<file path="src/rtl/pipe_skid_stage.sv">
// pipe_skid_stage: two-entry skid buffer between pipeline stages.
// MAIN drives the downstream port directly and SKID catches the one payload
// that can arrive while downstream is stalled. up_ready depends only on state,
// so the ready path is cut and never comes combinationally from dn_ready.
module pipe_skid_stage #(
  parameter int DATA_W = 128,
  parameter int CTRL_W = 3,
  parameter int RD_W   = 5
) (
  input  logic              clk,
  input  logic              reset,
  input  logic              flush,
  input  logic              up_valid,
  output logic              up_ready,
  input  logic [DATA_W-1:0] up_data,
  input  logic [CTRL_W-1:0] up_ctrl,
  input  logic [RD_W-1:0]   up_rd,
  output logic              dn_valid,
  input  logic              dn_ready,
  output logic [DATA_W-1:0] dn_data,
  output logic [CTRL_W-1:0] dn_ctrl,
  output logic [RD_W-1:0]   dn_rd,
  output logic [1:0]        occ,
  output logic [15:0]       stall_cnt
);

  typedef enum logic [1:0] {
    EMPTY = 2'd0,
    ONE   = 2'd1,
    FULL  = 2'd2
  } state_e;

  typedef struct packed {
    logic [DATA_W-1:0] data;
    logic [CTRL_W-1:0] ctrl;
    logic [RD_W-1:0]   rd;
  } pay_t;

  state_e      state_q, state_d;
  pay_t        main_q, main_d;
  pay_t        skid_q, skid_d;
  pay_t        up_pay;
  logic        up_ready_q, up_ready_d;
  logic        dn_valid_q, dn_valid_d;
  logic [1:0]  occ_q, occ_d;
  logic [15:0] stall_q, stall_d;
  logic        up_fire, dn_fire;

  assign up_pay  = '{data: up_data, ctrl: up_ctrl, rd: up_rd};
  assign up_fire = up_valid & up_ready_q;
  assign dn_fire = dn_valid_q & dn_ready;

  // Next-state / payload steering; flush forces EMPTY but leaves payload regs alone.
  always_comb begin
    state_d = state_q;
    main_d  = main_q;
    skid_d  = skid_q;
    unique case (state_q)
      EMPTY: begin
        if (up_fire) begin
          main_d  = up_pay;
          state_d = ONE;
        end
      end
      ONE: begin
        unique case ({up_fire, dn_fire})
          2'b11: main_d = up_pay;
          2'b01: state_d = EMPTY;
          2'b10: begin
            skid_d  = up_pay;
            state_d = FULL;
          end
          default: ;
        endcase
      end
      FULL: begin
        if (dn_fire) begin
          main_d  = skid_q;
          state_d = ONE;
        end
      end
      default: state_d = EMPTY;
    endcase
    if (flush) begin
      state_d = EMPTY;
      main_d  = main_q;
      skid_d  = skid_q;
    end
    up_ready_d = (state_d != FULL);
    dn_valid_d = (state_d != EMPTY);
    occ_d      = (state_d == FULL) ? 2'd2 : ((state_d == ONE) ? 2'd1 : 2'd0);
  end

  // Stall counter counts presented-but-refused cycles and sticks at all-ones.
  always_comb begin
    stall_d = stall_q;
    if (dn_valid_q && !dn_ready && (stall_q != 16'hFFFF))
      stall_d = stall_q + 16'd1;
  end

  // State, payload and registered status outputs; reset beats flush and handshakes.
  always_ff @(posedge clk) begin
    if (reset) begin
      state_q    <= EMPTY;
      main_q     <= '0;
      skid_q     <= '0;
      up_ready_q <= 1'b1;
      dn_valid_q <= 1'b0;
      occ_q      <= 2'd0;
      stall_q    <= 16'd0;
    end else begin
      state_q    <= state_d;
      main_q     <= main_d;
      skid_q     <= skid_d;
      up_ready_q <= up_ready_d;
      dn_valid_q <= dn_valid_d;
      occ_q      <= occ_d;
      stall_q    <= stall_d;
    end
  end

  assign up_ready  = up_ready_q;
  assign dn_valid  = dn_valid_q;
  assign dn_data   = main_q.data;
  assign dn_rd     = main_q.rd;
  // A bubble must never carry a write enable downstream.
  assign dn_ctrl   = main_q.ctrl & {CTRL_W{dn_valid_q}};
  assign occ       = occ_q;
  assign stall_cnt = stall_q;

endmodule

</file>
<file path="config.mk">
export PLATFORM = sky130hd
export DESIGN_NAME = pipe_skid_stage
export DESIGN_NICKNAME = d
export VERILOG_FILES = /design/src/rtl/pipe_skid_stage.sv
export SDC_FILE = /design/constraint.sdc
export NUM_CORES = 1
export LEC_CHECK = 0
export BUFFER_PORTS_ARGS = -buffer_cell sky130_fd_sc_hd__buf_2
export CAP_MARGIN = 15
export CORE_MARGIN = 5
export CORE_UTILIZATION = 59
export DETAILED_ROUTE_END_ITERATION = 10
export GPL_TIMING_DRIVEN = 0
export HOLD_SLACK_MARGIN = 0.03
export PLACE_DENSITY = 0.85
export SYNTH_ARGS = -nofsm -noshare
export SYNTH_HDL_FRONTEND = slang
export SYNTH_SLANG_ARGS = --single-unit
</file>
<file path="constraint.sdc">
create_clock -name clk -period 2.73 [get_ports clk]
set_input_delay 0.546 -clock clk [delete_from_list [all_inputs] [get_ports clk]]
set_output_delay 0.546 -clock clk [all_outputs]
set_load 0.05 [all_outputs]
</file>
==> flow_summary.toml <==
[finish]
utilization_pct = 71.9
syn_to_final_growth_pct = 20.5
fillers = 1802
final_common_cell = "buf_2"
nets = 2089
final_cell_mix = "buf_2, dfxtp_1, nand2_1, a211oi_1, a21oi_1"
drive_gt1_share_pct = 33.0

[sta]
setup_slack_ns = 0.301
tns_ns = 0
fmax_ghz = 0.412
hold_violations = 0
grt_setup_unrepaired = "false"
period_needed_ns = 2.43
final_max_slew_viol_count = 0
finalSetupViolations = 0
fin_skew_ns = 0.0136
tightest_slew_ns = 0.968
fin_crit_sh_pct = 89.0
maxSlewHeadroom_pct = 33.8

[synthesis]
netlist_top_cells_area = "dfxtp_1, a211oi_1, mux2_2, nand2_1, buf_4"
synthFlopType = "dfxtp_1"
syn_area_sq_um = 13900
synth_top_area_cell = "dfxtp_1"
synth_top_area_share_pct = 42.3
syn_inst = 1619
syn-num-nets = 1761
synth_enable_flop_cells = 0
yosysWarnings = 0
async_reset_ff_share_pct = 0
syn_avg_cell_area_sq_um = 8.60
ys_seq_area_share_pct = 42.3
ys_ff_latch = 294
yosysUniqueCellTypes = 43

[critical_path]
cp-start-kind = "flip-flop"
crit_type = "reg -> reg"
crit_required_ns = 3.19
cp_max_fo = 10
slowest_delay_ns = 0.58
crit_top_cell = "buf_2"
cp_cell_sequence = "and2_1, or3_1, clkbuf_1, buf_2, buf_2, nand2_1, a21oi_1"
cp.arrival_ns = 2.88
end_kind = "flip-flop"
cpMaxStageDelayCell = "dfxtp_1"

[detailed_routing]
via_per_inst = 5.49
wirelength_microns = 38900
ant_nets = 0
route.detailed.drc = 0
drt_pass1_iterations = 5
num_vias = 12600
drtIter0Drc = 1003
wl_per_cell_microns = 16.9

[clocking]
clockBufferDepth = 3
cts_root_buffer = "clkbuf_16"
cts_made_buffers = 30
cts_hold_buffers = 0
post-cts-setup-buffer-count = 0
ctsResizeCount = 0
clk_pin_slew_ns = 0.07
htreeDepth = 1
clock_sink_count = 294
clk_latency_ns = 0.54
cts_tree = "done"

[floorplanning]
start_util_pct = 59.6
die_y_microns = 164
pin_count = 297
fp.coreArea_sq_um = 23300
die_area_sq_um = 26800
std_cell_rows = 56
die_x_microns = 164

[grt]
use_met3_pct = 4.77
grt_pass1_vias = 12200
busiest_layer = "met2"
globalRouteMet2Util_pct = 44.8
use_met1_pct = 35.3
track_usage_pct = 27.4
grt-ovfl-total = 0
grt_antenna_before_repair = 10
grt_pass1_wl_microns = 60600
grt_max_degree = 15

[placed_design]
place_congestion = 0.909
io_buffers = 296
post-place-ws_ns = 0.0255
hpwl_microns = 28000

[power]
ir_drop_mv = 0.388
leakagePower_nw = 6.75
finalPower_mw = 10.4
powerDensity_nw_per_um2 = 618

[min_path]
hold_class = "in -> reg"

[job]
drv_cap = 0

[status]
outcome = "completed"
## registers in the layout, summed over array words and instances, names as in the netlist
signal and count:
dn_rd 5, up_ready 1, occ 2, dn_data 128, state_q 2, main_q 3, skid_q 136, dn_valid 1
stall_cnt 16
## cells by family after synthesis
| group | Yosys count | synth area share [%] |
|---|---|---|
| multiplexers | 139 | 11.2 |
| adder cells (fa/ha/maj) | 1 | 0.0899 |
| buffers and inverters | 411 | 15.3 |
| XOR/XNOR | 2 | 0.126 |
| AND/OR/NAND/NOR | 333 | 10.0 |
| flip-flops | 294 | 42.3 |
| AO/OA/AOI/OAI | 439 | 20.9 |
## layer usage
metal / up-vias / wire [microns]
met4: 6 / 1710
met5: - / 34
met2: 459 / 18100
li1: 6103 / -
met1: 5917 / 16200
met3: 116 / 2820
## report_power, final
group | switching [mW] | internal, mW | total (mW)
logic | 1.17 | 0.637 | 1.81
clock network | 1.66 | 2.31 | 3.97
registers | 0.104 | 4.48 | 4.59
total | 2.94 | 7.43 | 10.4
## final timing paths
kind / startpoint / endpoint / slack, ns / depth (start not counted)
setup / recovery: dn_valid / skid_q[103] / 0.30 / 7
hold / removal: up_data[33] / skid_q[41] / 0.25 / 3
setup reg to reg: dn_valid / skid_q[103] / 0.30 / 7
hold reg to reg: skid_q[16] / skid_q[16] / 0.45 / 2
## synthesized netlist by cell type (all sizes together) (7+ instances only)
library cell,count
a21oi,149
dfxtp,294
or4,7
mux2,136
a211oi,270
inv,139
nand2,280
clkbuf,93
buf,178
nand3,7
## worst max-delay path: cells and delay by family (launching register included)
family,cells,cell delay [ns]
AND/OR/NAND/NOR,3,0.48
AO/OA/AOI/OAI,1,0.15
flip-flops,1,0.58
buffers and inverters,3,1.13
## layout make-up
cell class / count / area (sq um) / share of cell area [%]
diodes: 8 / 20.0 / 0.119
multi-input cells: 914 / 5900 / 35.2
well taps: 319 / 399 / 2.38
plain buffers: 272 / 1610 / 9.61
clock inverters: 5 / 56.3 / 0.336
clock buffers: 49 / 893 / 5.33
inverters: 139 / 522 / 3.11
repair buffers: 296 / 1480 / 8.84
flip-flops and latches: 294 / 5890 / 35.1
## metrics by stage
| stage | std cells | cell area [sq um] | hold slack [ns] |
|---|---|---|---|
| 6_report | 2296 | 16800 | 0.249 |
| 5_1_grt | 2295 | 16800 | 0.243 |
| 4_1_cts | 2288 | 16700 | 0.227 |
| 3_5_place_dp | 2234 | 15800 | 0.444 |
| 3_3_place_gp | 2234 | 15800 | 0.439 |
| 2_1_floorplan | 1619 | 13900 | 0.429 |
(Power assumes the default switching activity.)
